**config.mk**
```make
export PLATFORM = sky130hd
export DESIGN_NAME = gray_step_counter
export DESIGN_NICKNAME = d
export VERILOG_FILES = /design/src/rtl/gray_step_counter_pkg.sv /design/src/rtl/gray_enc.sv /design/src/rtl/gray_step_counter.sv
export SDC_FILE = /design/constraint.sdc
export NUM_CORES = 1
export LEC_CHECK = 0
export CAP_MARGIN = 20
export CELL_PAD_IN_SITES_DETAIL_PLACEMENT = 1
export CELL_PAD_IN_SITES_GLOBAL_PLACEMENT = 2
export CORE_MARGIN = 3
export CORE_UTILIZATION = 30
export CTS_BUF_LIST = sky130_fd_sc_hd__clkbuf_2
export DETAILED_ROUTE_END_ITERATION = 12
export PLACE_DENSITY = 0.88
export SYNTH_ARGS = -nofsm -noshare
export SYNTH_HDL_FRONTEND = slang
export SYNTH_SLANG_ARGS = --single-unit
```
**constraint.sdc**
```tcl
create_clock -name clk -period 7.8 [get_ports clk]
set_input_delay 1.95 -clock clk [delete_from_list [all_inputs] [get_ports clk]]
set_output_delay 1.95 -clock clk [all_outputs]
set_load 0.05 [all_outputs]
```
**src/rtl/gray_step_counter_pkg.sv**
```systemverilog
// Shared helpers for the Gray step counter: Gray encoding, popcount for the
// single-bit-change self-check, and the all-ones terminal value per width.
package gray_step_counter_pkg;

  localparam int MAX_W = 16;

  function automatic logic [MAX_W-1:0] bin2gray(input logic [MAX_W-1:0] value);
    return value ^ (value >> 1);
  endfunction

  function automatic logic [4:0] popcount(input logic [MAX_W-1:0] value);
    logic [4:0] n;
    n = '0;
    for (int i = 0; i < MAX_W; i++) begin
      n = n + {4'b0000, value[i]};
    end
    return n;
  endfunction

  function automatic logic [MAX_W-1:0] max_val(input int width);
    logic [MAX_W-1:0] m;
    m = '0;
    for (int i = 0; i < MAX_W; i++) begin
      if (i < width) m[i] = 1'b1;
    end
    return m;
  endfunction

endpackage

```
**src/rtl/gray_enc.sv**
```systemverilog
// Purely combinational binary-to-Gray encoder of configurable width.
module gray_enc
  import gray_step_counter_pkg::*;
#(
  parameter int WIDTH = 4
) (
  input  logic [WIDTH-1:0] bin,
  output logic [WIDTH-1:0] gray
);

  logic [MAX_W-1:0] gray_full;
  logic             unused_hi;

  assign gray_full = bin2gray(MAX_W'(bin));
  assign gray      = gray_full[WIDTH-1:0];
  // Upper bits are always zero for a zero-extended input.
  assign unused_hi = ^gray_full;

endmodule

```
**src/rtl/gray_step_counter.sv**
```systemverilog
// Up/down binary counter with load, wrap-or-saturate limits, a registered Gray
// copy taken from the same next value, terminal-count pulse and Gray self-check.
module gray_step_counter
  import gray_step_counter_pkg::*;
#(
  parameter int WIDTH = 4,
  parameter bit WRAP  = 1'b1
) (
  input  logic             clk,
  input  logic             rst_n,
  input  logic             en,
  input  logic             up,
  input  logic             load,
  input  logic [WIDTH-1:0] load_val,
  output logic [WIDTH-1:0] bin,
  output logic [WIDTH-1:0] gray,
  output logic             tc,
  output logic             err
);

  localparam logic [MAX_W-1:0] MAX_FULL = max_val(WIDTH);
  localparam logic [WIDTH-1:0] MAX      = MAX_FULL[WIDTH-1:0];

  logic [WIDTH-1:0] bin_next;
  logic [WIDTH-1:0] gray_next;
  logic             at_limit;
  logic             tc_next;
  logic             err_next;
  logic             changed;

  always_comb begin
    bin_next = bin;
    at_limit = 1'b0;
    if (load) begin
      bin_next = load_val;
    end else if (en) begin
      if (up) begin
        if (bin == MAX) begin
          at_limit = 1'b1;
          bin_next = WRAP ? '0 : bin;
        end else begin
          bin_next = bin + WIDTH'(1);
        end
      end else begin
        if (bin == '0) begin
          at_limit = 1'b1;
          bin_next = WRAP ? MAX : bin;
        end else begin
          bin_next = bin - WIDTH'(1);
        end
      end
    end
  end

  gray_enc #(.WIDTH(WIDTH)) u_gray_enc (
    .bin  (bin_next),
    .gray (gray_next)
  );

  // Only real step moves are checked; loads may jump arbitrarily in Gray space.
  assign changed  = en && !load && (bin_next != bin);
  assign tc_next  = en && !load && at_limit;
  assign err_next = changed && (popcount(MAX_W'(gray_next ^ gray)) != 5'd1);

  // Register stage: bin, gray, tc and err all update on the same edge.
  always_ff @(posedge clk) begin
    if (!rst_n) begin
      bin  <= '0;
      gray <= '0;
      tc   <= 1'b0;
      err  <= 1'b0;
    end else begin
      bin  <= bin_next;
      gray <= gray_next;
      tc   <= tc_next;
      err  <= err_next;
    end
  end

endmodule
```
---- Yosys cells after proc, flatten, opt, wreduce, memory -nomap -nowiden ----
Index checks and enable logic that the tools add are counted.
operators by class
  add/sub/neg operators ................... 17
  reduce and logical (&&, ||, !) cells .... 6
  equal/unequal tests ..................... 3
  bitwise gates (word level) .............. 2
  div/mod/pow operators ................... 0
  multiply operators ...................... 0
  multiplexer cells ....................... 10
  order comparisons ....................... 0
  shift operators ......................... 0
operators by type and width
  operator                                                             count
  5-bit by 1-bit adder with 5-bit output (second input constant)       11
  4-bit 2-to-1 mux                                                     5
  4-bit by 1-bit adder with 5-bit output (second input constant)       1
  1-bit 2-to-1 mux                                                     5
  5-bit by 1-bit != test with 1-bit output (second input constant)     1
  3-bit by 1-bit adder with 4-bit output                               1
  4-bit by 1-bit adder with 4-bit output (second input constant)       1
  4-bit == test (second input constant)                                1
  1-bit logical AND                                                    4
  4-bit logical NOT                                                    1
  4-bit != test                                                        1
  4-bit by 1-bit subtractor with 4-bit output (second input constant)  1
  4-bit by 3-bit bitwise XOR with 4-bit output                         1
  4-bit bitwise XOR                                                    1
  2-bit by 1-bit adder with 3-bit output                               1
  1-bit by 1-bit adder with 2-bit output                               1
  1-bit logical NOT                                                    1
storage, ports and cells
  memories kept ........................... 0
  memory bits (read-only) ................. 0
  flip-flop bits (word level) ............. 10
  input port bits ......................... 9
  logic and storage cells ................. 42
  latch bits .............................. 0
  bits in writable memories ............... 0

---- Logic depth before layout (Yosys ltp) ----
  depth after elaboration ................. 24
  gate-level depth with buffers ........... 12
  depth with buffers taken out ............ 12

---- Hierarchy ----
Synthesis repeated with hierarchy kept, for this count alone.
unflattened totals
  cells, all modules ...................... 73
  area, all modules ....................... 651.9 um2
modules (own cells, without submodules)
  module             instances  area an instance (um2)  sequential area each (um2)  cells an instance
  gray_step_counter  1          618.1                   200.2                       69
  gray_enc           1          33.8                    0.0                         4

---- Worst setup path before layout ----
Ideal clock, no wire load.
  path kind ............................... input to register
  start point ............................. input up
  end point ............................... register err
  required time ........................... 7683 ps
  data arrival time ....................... 4176 ps
  path slack .............................. 3508 ps
  buffers on the path ..................... 0
  cell stages on the path ................. 10
  library setup time ...................... 117 ps
  cell sequence ........................... or4b_4 a311oi_2 a21oi_2 xnor2_2 xnor2_1 fa_1 ha_1 ha_1 nor2_1 a21oi_1
between the ends
  cells in the longest elaborated chain, start to end .. 22
  elaborated cells between the ends (all ways) .. 24
ends and longest elaborated chain
  item                                                  line                         RTL
  start, declared                                       gray_step_counter.sv:12      input logic up,
  4-bit 2-to-1 mux *                                    gray_step_counter.sv:37      if (up) begin
  4-bit 2-to-1 mux *                                    gray_step_counter.sv:36      end else if (en) begin
  4-bit 2-to-1 mux *                                    gray_step_counter.sv:34      if (load) begin
  4-bit by 3-bit bitwise XOR with 4-bit output          gray_step_counter_pkg.sv:8   return value ^ (value >> 1);
  4-bit bitwise XOR                                     gray_step_counter.sv:63      assign err_next = changed && (popcount(MAX_W'(gray_next ^ gray)) != 5'd1);
  1-bit by 1-bit adder with 2-bit output                gray_step_counter_pkg.sv:15  n = n + {4'b0000, value[i]};
  2-bit by 1-bit adder with 3-bit output                gray_step_counter_pkg.sv:15
  3-bit by 1-bit adder with 4-bit output                gray_step_counter_pkg.sv:15
  4-bit by 1-bit adder with 5-bit output                gray_step_counter_pkg.sv:15
  5-bit by 1-bit adder with 5-bit output (11 in a row)  gray_step_counter_pkg.sv:15
  5-bit by 1-bit != test with 1-bit output              gray_step_counter.sv:63
  1-bit logical AND *                                   gray_step_counter.sv:63
  end signal, assigned                                  gray_step_counter.sv:76      err <= err_next;
  end, declared                                         gray_step_counter.sv:18      output logic err
Every way passes the cells marked *; elsewhere a longest branch is shown, timed or not.
A chain may end at the register's enable or synchronous reset.

---- Final worst setup path ----
Same ends and word-level chain as after synthesis.

==> metrics <==
status complete, no violations; CP max-delay cell clkdlybuf4s50_1; routed len/inst 12.10 um; GR Overflow Total 0; Tmin final 4751 ps; Core ar. 1982 um^2; Nets 99; fmax 210.5 MHz; Worst Path Buf+Inv 1; syn nets 81; FF-to-FF setup slack 4640 ps; worst slew pin tran 571.7 ps; Hold Crit Class flip-flop to flip-flop; Die Area 2702 um^2; synthesized area per cell 9.468 um^2; Seq. cell area 180.2 um^2; kind of critical path input port to flip-flop; die width 51.99 um; first-pass GRT wire length 2359 um; Worst setup EP type flip-flop; DR pass1 iterations 2; clk_skew 2.151 ps; peak supply drop 91.88 uV; Fin. Hold Viols 0; Clock transition at path regs 90 ps; WP data required 7940 ps; initial core utilization 32.01%; Routed Antenna Nets 0; setup tns final 0 ps; count of pins over their slew limit 0; post-CTS setup buffer count 0; sequential share of the synthesized area 28.40%; Crit path top cell by count ha_1; Setup crit end err; total global-route track usage 11.39%; YS warnings 0; Total Wirelength 1343 um; Post-synth ARST share 0%; synthesized area 634.4 um^2; Top Ports 19; CTS tree done; Max-slew headroom 61.56%; CP cell instances clkdlybuf4s50_1 > mux2_1 > a211o_1 > nand3_1 > xor2_1 > xnor2_1 > fa_1 > ha_1 > ha_1 > nor2_1 > a21oi_1; htree depth 1; die height 51.99 um; routed via count 531; endpoints failing setup 0; Yosys reg bits 9; DRT iter0 DRCs 1; Filler cells 227; Hold Path Cell Cnt 2; DRC viols 0; vias per std cell 4.784; fraction of layout cells with a size suffix above 1 10.71%; worst flop-to-flop path endpoint err; Clock Tree Root clkbuf_2; clock latency on the worst-skew pair 240 ps; number of global-route vias before repair 541; crit-path leading delay family adder cells; cell count after synthesis 67; Critical Path Start Type input port; max cap viols 0; cell depth of the worst setup path 11; # resized after CTS 0; # hold bufs at CTS 0; Post-synth EDFFs 0; area grow syn2layout 31.76%; maximum number of pins on one net before global-route repair 12; clk buf depth 2; PortBufs 18; Final Wtd Congestion 0.6971; main flop type after synthesis dfxtp_1; Leakage 0.3379 nW; Ant. Diodes 0; RSZ-0062 raised after global routing no; post-DP HPWL 1077 um; Arr. time, crit path 4890 ps; Tot Pwr 0.1721 mW; clk sink count 9; CTS Buf Count 3; r2r worst-path depth 12; row cnt 16; CP Max Fanout 7; Period Utilization, post-route 60.91%; initial antenna violation count 0; pwr dens 205.9 nW/um^2; unique cell type count in the Yosys netlist 35; Worst Setup SP up; delay of the slowest critical-path stage 610 ps; area of the multi-input gates 410.4 um^2; worst flop-to-flop path startpoint bin[0]
[state kept, by name (all words and copies together), names as in the netlist]
signal  cells
bin         4
err         1
gray        3
tc          1
[power by group]
group / switching (mW) / leakage (nW) / internal (mW) / total [mW]
registers: 0.00573 / 0.0745 / 0.0510 / 0.0568
clock network: 0.0166 / 0.0166 / 0.0136 / 0.0302
logic: 0.0479 / 0.247 / 0.0372 / 0.0851
[cells in the mapped netlist, types with 2 or more instances]
| cell type | count | share of area [%] |
|---|---|---|
| ha_1 | 4 | 7.9 |
| nor2b_1 | 5 | 4.9 |
| xnor2_1 | 2 | 2.8 |
| and2_1 | 3 | 3.0 |
| inv_1 | 3 | 1.8 |
| a21oi_1 | 2 | 1.6 |
| nor2_1 | 4 | 2.4 |
| xor2_1 | 5 | 6.9 |
| nand4_1 | 2 | 2.0 |
| nand3_1 | 3 | 2.4 |
| buf_2 | 2 | 1.6 |
| dfxtp_1 | 9 | 28 |
[cells in the final DEF (no fill, tap or decap), drive strengths merged, types with 2 or more instances in the layout]
cell,n
xor2,5
inv,3
dfxtp,9
and2,3
mux2i,2
clkdlybuf4s50,18
clkbuf,4
nor2b,5
a21oi,3
ha,4
nor2,4
nand3,3
xnor2,3
nand4,2
[worst register-to-register path, stage by stage (launching register included)]
cell and delay, ps:
dfxtp_1 500, inv_1 80, ha_1 220, mux2_1 300, a211o_1 300, nand3_1 150
xor2_1 240, xnor2_1 180, fa_1 450, ha_1 210, ha_1 270, nor2_1 100
a21oi_1 70
[cells by family after synthesis]
group	Yosys count	share of synthesized area (%)
muxes	3	5.522
AOI/OAI and AO/OA	12	15.39
and+or+nand+nor	22	20.51
xor gates and xnor gates	8	12.23
DFF	9	28.40
buffers and inverters	8	6.903
adders and majority gates	5	11.05
[through the flow]
stage	std cells	hold WS, ps	instance area (um^2)	setup WS [ps]	utilization (%)
4_1_cts	111	679.1	835.8	3034	42.17
6_report	111	673.7	835.8	3049	42.17
3_3_place_gp	107	661.9	815.8	2809	41.16
2_1_floorplan	67	873.8	634.4	3508	-
5_1_grt	111	763.8	835.8	2841	42.17
3_5_place_dp	107	663.3	815.8	2761	41.16
[final cells by class]
cell class,count,share of cell area [%]
clock buffers,4,2.395
inverters,3,1.347
multi-input cells,50,49.10
flip-flops and latches,9,21.56
well taps,27,4.042
repair buffers,18,21.56
[how the worst min path moves through the flow]
| stage | start | end | slack [ps] |
|---|---|---|---|
| after global placement | bin[2] | tc | 660 |
| final | bin[2] | tc | 670 |
| after global routing | gray[2] | err | 760 |
| after CTS | bin[2] | tc | 680 |
| after detailed placement | bin[2] | tc | 660 |
| after floorplan | bin[3] | tc | 870 |
[layer usage]
| layer | global-route usage (%) | wire, um | up-vias |
|---|---|---|---|
| met5 | 0 | 0 | - |
| met4 | 1.310 | 0 | 0 |
| met3 | 3.438 | 70 | 0 |
| met2 | 19.04 | 645 | 14 |
| met1 | 14.74 | 627 | 250 |
| li1 | - | - | 267 |
No activity file was read; power rests on OpenSTA's default activity.
